### src/rtl/aes_ahb_cfg_regs.sv
`default_nettype none
// ============================================================================
// Module   : aes_ahb_cfg_regs
// Purpose  : AHB-Lite slave register file holding NUM_CH independent AES job
//            descriptors (src/dst address, key, size, mode) with per-channel
//            start/busy/done handshake, overflow flag and a shared interrupt.
// Ports    : hclk/hresetn          clock, asynchronous active-low reset
//            hsel..hwdata          AHB-Lite slave inputs
//            hreadyout/hresp/hrdata AHB-Lite slave response
//            src_addr/dst_addr/size_data/key/mode  per-channel descriptors
//            start / core_done     per-channel handshake with the AES core
//            irq                   OR over channels of (done & ie)
// Revision : 1.0 - initial multi-channel release
// ============================================================================
module aes_ahb_cfg_regs #(
    parameter logic [22:0] BASE_HI  = 23'h0,
    parameter int          NUM_CH   = 2,
    parameter int          KEY_BITS = 128
) (
    input  logic                       hclk,
    input  logic                       hresetn,
    input  logic                       hsel,
    input  logic                       hwrite,
    input  logic                       hready,
    input  logic [31:0]                haddr,
    input  logic [1:0]                 htrans,
    input  logic [2:0]                 hsize,
    input  logic [31:0]                hwdata,
    output logic                       hreadyout,
    output logic                       hresp,
    output logic [31:0]                hrdata,
    output logic [NUM_CH*32-1:0]       src_addr,
    output logic [NUM_CH*32-1:0]       dst_addr,
    output logic [NUM_CH*32-1:0]       size_data,
    output logic [NUM_CH*KEY_BITS-1:0] key,
    output logic [NUM_CH*2-1:0]        mode,
    output logic [NUM_CH-1:0]          start,
    input  logic [NUM_CH-1:0]          core_done,
    output logic                       irq
);

    localparam int         c_key_words = KEY_BITS / 32;

    localparam logic [2:0] c_st_idle = 3'd0;
    localparam logic [2:0] c_st_wdp  = 3'd1;
    localparam logic [2:0] c_st_rdp  = 3'd2;
    localparam logic [2:0] c_st_err1 = 3'd3;
    localparam logic [2:0] c_st_err2 = 3'd4;

    // Word index within a channel's 0x40 window (offset >> 2)
    localparam logic [3:0] c_w_src  = 4'd0;
    localparam logic [3:0] c_w_dst  = 4'd1;
    localparam logic [3:0] c_w_key0 = 4'd2;
    localparam logic [3:0] c_w_size = 4'd10;
    localparam logic [3:0] c_w_ctrl = 4'd11;
    localparam logic [3:0] c_w_stat = 4'd12;

    logic [2:0]  r_state;
    logic [2:0]  r_ch;
    logic [3:0]  r_word;
    logic [31:0] r_hrdata;
    logic        r_irq;

    logic [2:0]  w_ch;
    logic [3:0]  w_word;
    logic        w_base_hit, w_ch_ok, w_word_ok, w_legal, w_accept;
    logic [31:0] w_rd_data;
    logic        w_unused;

    logic [NUM_CH-1:0][31:0] w_rd_ch;
    logic [NUM_CH-1:0]       w_irq_ch;

    // ------------------------------------------------------------------
    // Address-phase decode
    // ------------------------------------------------------------------
    assign w_ch       = haddr[8:6];
    assign w_word     = haddr[5:2];
    assign w_base_hit = (haddr[31:9] == BASE_HI);
    assign w_ch_ok    = (32'(w_ch) < 32'(NUM_CH));
    assign w_word_ok  = (w_word == c_w_src) || (w_word == c_w_dst) ||
                        ((w_word >= c_w_key0) && (w_word < c_w_key0 + 4'(c_key_words))) ||
                        (w_word == c_w_size) || (w_word == c_w_ctrl) || (w_word == c_w_stat);
    assign w_legal    = w_base_hit && w_ch_ok && w_word_ok &&
                        (haddr[1:0] == 2'b00) && (hsize == 3'b010);
    assign w_accept   = hsel && hready && htrans[1];
    assign w_unused   = htrans[0];

    // ------------------------------------------------------------------
    // Per-channel register sets
    // ------------------------------------------------------------------
    generate
        for (genvar c = 0; c < NUM_CH; c++) begin : g_ch
            logic [31:0]                  r_src, r_dst, r_size;
            logic [c_key_words-1:0][31:0] r_key;
            logic [1:0]                   r_mode;
            logic                         r_ie, r_busy, r_done, r_ovf, r_start;

            logic [31:0]                  w_src_nxt, w_dst_nxt, w_size_nxt;
            logic [c_key_words-1:0][31:0] w_key_nxt;
            logic [1:0]                   w_mode_nxt;
            logic                         w_ie_nxt, w_busy_nxt, w_done_nxt, w_ovf_nxt;
            logic                         w_sel, w_desc_we, w_ctrl_we, w_stat_we;
            logic                         w_go, w_ovf_set, w_fin;
            logic [31:0]                  w_rd;

            assign w_sel     = (r_state == c_st_wdp) && (r_ch == 3'(c));
            // Descriptor fields (incl. mode/ie) are frozen while a job runs
            assign w_desc_we = w_sel && !r_busy;
            assign w_ctrl_we = w_sel && (r_word == c_w_ctrl);
            assign w_stat_we = w_sel && (r_word == c_w_stat);
            assign w_go      = w_ctrl_we && hwdata[8] && !r_busy;
            assign w_ovf_set = w_ctrl_we && hwdata[8] && r_busy;
            // A completion pulse only counts for a job that is actually running
            assign w_fin     = core_done[c] && r_busy;

            // Next-state values; also feed the read mux so that a read
            // directly behind a write observes the written value.
            always_comb begin
                w_src_nxt  = (w_desc_we && r_word == c_w_src)  ? hwdata : r_src;
                w_dst_nxt  = (w_desc_we && r_word == c_w_dst)  ? hwdata : r_dst;
                w_size_nxt = (w_desc_we && r_word == c_w_size) ? hwdata : r_size;
                w_key_nxt  = r_key;
                for (int k = 0; k < c_key_words; k++) begin
                    if (w_desc_we && (r_word == c_w_key0 + 4'(k)))
                        w_key_nxt[k] = hwdata;
                end
                w_mode_nxt = (w_desc_we && r_word == c_w_ctrl) ? hwdata[1:0] : r_mode;
                w_ie_nxt   = (w_desc_we && r_word == c_w_ctrl) ? hwdata[4]   : r_ie;
                w_busy_nxt = (r_busy && !w_fin) || w_go;
                // Hardware set has priority over the W1C clear
                w_done_nxt = (r_done && !(w_stat_we && hwdata[1])) || w_fin;
                w_ovf_nxt  = (r_ovf  && !(w_stat_we && hwdata[2])) || w_ovf_set;
            end

            always_comb begin
                w_rd = 32'd0;
                case (w_word)
                    c_w_src:  w_rd = w_src_nxt;
                    c_w_dst:  w_rd = w_dst_nxt;
                    c_w_size: w_rd = w_size_nxt;
                    c_w_ctrl: w_rd = {27'd0, w_ie_nxt, 2'b00, w_mode_nxt};
                    c_w_stat: w_rd = {29'd0, w_ovf_nxt, w_done_nxt, w_busy_nxt};
                    default: begin
                        for (int k = 0; k < c_key_words; k++) begin
                            if (w_word == c_w_key0 + 4'(k))
                                w_rd = w_key_nxt[k];
                        end
                    end
                endcase
            end

            always_ff @(posedge hclk or negedge hresetn) begin
                if (!hresetn) begin
                    r_src   <= 32'd0;
                    r_dst   <= 32'd0;
                    r_size  <= 32'd0;
                    r_key   <= '0;
                    r_mode  <= 2'd0;
                    r_ie    <= 1'b0;
                    r_busy  <= 1'b0;
                    r_done  <= 1'b0;
                    r_ovf   <= 1'b0;
                    r_start <= 1'b0;
                end else begin
                    r_src   <= w_src_nxt;
                    r_dst   <= w_dst_nxt;
                    r_size  <= w_size_nxt;
                    r_key   <= w_key_nxt;
                    r_mode  <= w_mode_nxt;
                    r_ie    <= w_ie_nxt;
                    r_busy  <= w_busy_nxt;
                    r_done  <= w_done_nxt;
                    r_ovf   <= w_ovf_nxt;
                    r_start <= w_go;
                end
            end

            assign w_rd_ch[c]              = w_rd;
            assign w_irq_ch[c]             = r_done && r_ie;
            assign src_addr[c*32 +: 32]    = r_src;
            assign dst_addr[c*32 +: 32]    = r_dst;
            assign size_data[c*32 +: 32]   = r_size;
            assign mode[c*2 +: 2]          = r_mode;
            assign start[c]                = r_start;

            // Key word at offset 0x08 is the most significant word
            for (genvar k = 0; k < c_key_words; k++) begin : g_key
                assign key[c*KEY_BITS + (c_key_words-1-k)*32 +: 32] = r_key[k];
            end
        end
    endgenerate

    always_comb begin
        w_rd_data = 32'd0;
        for (int i = 0; i < NUM_CH; i++) begin
            if (w_ch == 3'(i))
                w_rd_data = w_rd_ch[i];
        end
    end

    // ------------------------------------------------------------------
    // Transfer FSM and registered read data
    // ------------------------------------------------------------------
    always_ff @(posedge hclk or negedge hresetn) begin
        if (!hresetn) begin
            r_state  <= c_st_idle;
            r_ch     <= 3'd0;
            r_word   <= 4'd0;
            r_hrdata <= 32'd0;
            r_irq    <= 1'b0;
        end else begin
            r_irq <= |w_irq_ch;
            if (r_state == c_st_err1) begin
                r_state <= c_st_err2;
            end else if (w_accept) begin
                r_ch   <= w_ch;
                r_word <= w_word;
                if (w_legal) begin
                    r_state <= hwrite ? c_st_wdp : c_st_rdp;
                    if (!hwrite)
                        r_hrdata <= w_rd_data;
                end else begin
                    r_state <= c_st_err1;
                    if (!hwrite)
                        r_hrdata <= 32'd0;
                end
            end else begin
                r_state <= c_st_idle;
            end
        end
    end

    assign hreadyout = (r_state != c_st_err1);
    assign hresp     = (r_state == c_st_err1) || (r_state == c_st_err2);
    assign hrdata    = r_hrdata;
    assign irq       = r_irq;

endmodule
`default_nettype wire
### config.mk
export PLATFORM = sky130hd
export DESIGN_NAME = aes_ahb_cfg_regs
export DESIGN_NICKNAME = d
export VERILOG_FILES = /design/src/rtl/aes_ahb_cfg_regs.sv
export SDC_FILE = /design/constraint.sdc
export NUM_CORES = 1
export LEC_CHECK = 0
export ABC_AREA = 1
export CAP_MARGIN = 15
export CORE_ASPECT_RATIO = 2
export CORE_MARGIN = 4
export CORE_UTILIZATION = 30
export CTS_BUF_LIST = sky130_fd_sc_hd__clkbuf_8
export CTS_CLUSTER_SIZE = 12
export DETAILED_ROUTE_END_ITERATION = 16
export PLACE_DENSITY = 0.57
export SYNTH_ARGS = -nofsm -noshare
export SYNTH_HDL_FRONTEND = slang
export SYNTH_SLANG_ARGS = --single-unit
### constraint.sdc
create_clock -name hclk -period 2.35 [get_ports hclk]
set_clock_uncertainty 0.05 [all_clocks]
set_input_delay 0.705 -clock hclk [delete_from_list [all_inputs] [get_ports hclk]]
set_output_delay 0.705 -clock hclk [all_outputs]
set_load 0.05 [all_outputs]
==> results_dict.tcl, run 1 <==
set metrics [dict create \
    outcome "finished, violations left" \
    violations "negative setup slack" \
    die_h_microns 435 \
    ff_latch_area_sq_mm 0.0126 \
    synth_ff_type "dfrtp_1" \
    synthCells 3769 \
    io_buffers 563 \
    worstPathArrival_ns 1.73 \
    via_per_inst 4.86 \
    synth_nets 3845 \
    tightest_slew_ns 0.592 \
    setup_viol 17 \
    worstSetupPathType "reg2out" \
    cap_violations 0 \
    pin_count 565 \
    core_area_sq_mm 0.0904 \
    path_cells "buf_6 -> nor3_4 -> inv_2 -> nand2_2 -> buf_12" \
    seq_area_frac_synth 0.462 \
    max_freq_mhz 402 \
    cp-start-kind "register" \
    rows 156 \
    yosysWarningCount 0 \
    cts.htree.levels 3 \
    total_power_mw 33.3 \
    cpMaxStageDelayCell "dfrtp_1" \
    clockBufferDepth 3 \
    dp_hpwl_microns 104000 \
    maxSlewHeadroom 0.605 \
    synth_edf_count 0 \
    cp_data_required_time_ns 1.59 \
    grt_util_all_layers 0.273 \
    area_growth_pct 44.7 \
    synth_top_cell_by_area "dfrtp_1" \
    synth.area.top_cells "dfrtp_1 (46%), nand2_1 (14%), inv_1 (7.7%), nand4_1 (6.4%), and2_1 (5.7%)" \
    drtPass1Iterations 5 \
    synth_top_area_frac 0.462 \
    max_stage_delay_ns 0.39 \
    synthTopCellsByCount "nand2_1 (1051), inv_1 (562), dfrtp_1 (505)" \
    nFillCells 9249 \
    postLayoutSetupSlackWorst_ns -0.136 \
    dp_worst_setup_slack_ns -0.890 \
    grt_pass1_wl_microns 195000 \
    cts-root-buf "clkbuf_8" \
    hold_violations 0 \
    maxSlewViolCount 0 \
    synth-seq-cells 505 \
    clk_latency_ns 0.78 \
    drt_wl_total_microns 138000 \
    placed_area_sq_mm 0.0370 \
    min_period_over_period 1.06 \
    cts-buffers-inserted 84 \
    rsz0062_at_grt "true" \
    syn_area_per_cell_sq_um 7.25 \
    multi_input_area_sq_mm 0.0118 \
    end_kind "output port" \
    powerDensity_mw_per_mm2 841 \
    initial_utilization 0.303 \
    grt_use_met3 0.0615 \
    p_leak_nw 21.6 \
    detail_route.iter0.violations 2312 \
    die_x_microns 221 \
    clock-sinks 505 \
    path_max_fanout 2 \
    grt_antenna_before_repair 7 \
    met2_usage 0.495 \
    ant_nets 0 \
    drc 0 \
    async_flop_share 1.00 \
    hp-class "in2async" \
    fp.dieArea_sq_mm 0.0963 \
    period_minus_slack_ns 2.49 \
    first_global_vias 28500 \
    grt_max_degree 78 \
    cts_tree "done" \
    final_nets 4715 \
    ir_drop_mv 0.614 \
    grt_overflow 0 \
    avgRoutedWirePerCell_microns 23.4 \
    synth_area_sq_mm 0.0273 \
    top_usage_layer "met2" \
    drive_gt1_frac 0.257 \
    path_clk_slew_ns 0.06 \
    gp_congestion 0.930 \
    grt_use_met1 0.282 \
    vias 28600 \
    synthDistinctLibCells 32 \
    yosysMostFrequentCell "nand2_1" \
    final_area_sq_mm 0.0396 \
]
## cell type report
type | count | share of cell area
clock buffers | 107 | 0.0372
diodes | 3 | 0.000190
well taps | 1185 | 0.0375
repair buffers | 1038 | 0.248
inverters | 575 | 0.0547
clock inverters | 42 | 0.00617
multi-input cells | 2435 | 0.297
flip-flops and latches | 505 | 0.319
## worst max-delay path: cells and delay by family, from the launching register on
kind                   cells  cell delay (ns)
DFF                        1             0.39
and+or+nand+nor            2             0.25
buffers and inverters      3             0.32
## stage by stage
stage / instances / hold WS, ns / utilization / TNS, ns
finish: 5890 / 0.344 / 0.438 / -0.693
CTS: 5877 / 0.293 / 0.434 / -0.698
global placement: 5712 / 0.406 / 0.410 / -25.47
global route: 5889 / 0.339 / 0.438 / -5.64
floorplan: 3769 / 0.359 / - / 0
detailed placement: 5712 / 0.409 / 0.410 / -25.65
## cells in the final DEF, fill, tap and decap left out, drive strengths merged, types with 3 or more instances in the layout
master and instances:
nand2 1052, nor3 5, buf 880, nor4 7, o21a 31, o21ai 158, o211ai 8, clkinv 14
clkbuf 113, clkdlybuf4s50 73, nor2 328, clkinvlp 4, and2 252, clkdlybuf4s18 5, clkdlybuf4s15 71, dfrtp 505
nand4 281, nand3 307, diode 3, inv 597
## power breakdown
group	switching, mW	total [mW]	internal (mW)
Sequential	1.14	11.3	10.2
Combinational	9.42	13.6	4.18
Clock	4.04	8.35	4.30
Total	14.6	33.3	18.7
## logic make-up after synthesis
kind of cell / after synthesis / share of synthesized area
simple gates: 2234 / 0.375
buf+inv: 829 / 0.122
compound gates: 201 / 0.0411
flops: 505 / 0.462
## routing by layer
| metal | wire length (microns) | vias to the layer above | share of wire |
|---|---|---|---|
| met5 | 32 | - | 0.00023 |
| met4 | 10200 | 6 | 0.074 |
| met3 | 9250 | 319 | 0.067 |
| met2 | 71100 | 1189 | 0.52 |
| met1 | 47100 | 13600 | 0.34 |
| li1 | - | 13500 | - |
## worst paths after layout
path	start	end	slack [ns]	depth (start not counted)
worst min register to register	g_ch[0].r_ovf$_DFF_PN0_	g_ch[0].r_ovf$_DFF_PN0_	0.42	2
max in group asynchronous	hresetn	key[131]$_DFF_PN0_	1.06	3
worst max-delay path	r_state[2]$_DFF_PN0_	hresp	-0.14	5
worst max register to register	r_state[2]$_DFF_PN0_	hrdata[8]$_DFFE_PN0P_	-0.08	16
worst min-delay path	hresetn	key[205]$_DFF_PN0_	0.34	2
min in group hclk	g_ch[0].r_ovf$_DFF_PN0_	g_ch[0].r_ovf$_DFF_PN0_	0.42	2
## state kept, by name, summed over array words and instances, names as in the netlist, 3 cells and up
signal and flops:
g_ch.r_size 64, r_word 4, hrdata 32, r_state 3, g_ch.r_mode 4, key 256
g_ch.r_dst 64, g_ch.r_src 64, r_ch 3
## what timing repair did
item | in CTS | in global routing
gates cloned | 3 | 6
setup buffers | 12 | 5
hold endpoints to repair | 44 | 0
resized for setup | 410 | 59
pin swaps | 7 | 2
endpoints found under the setup margin | 131 | 34
hold buffers | 1 | 0
Power figures use the tool's default switching activity.
==> run 2: changes to the inputs <==
- SLEW_MARGIN: unset -> 20
==> results of run 2 <==
The final DEF is identical to that of run 1; final timing and power are the same.
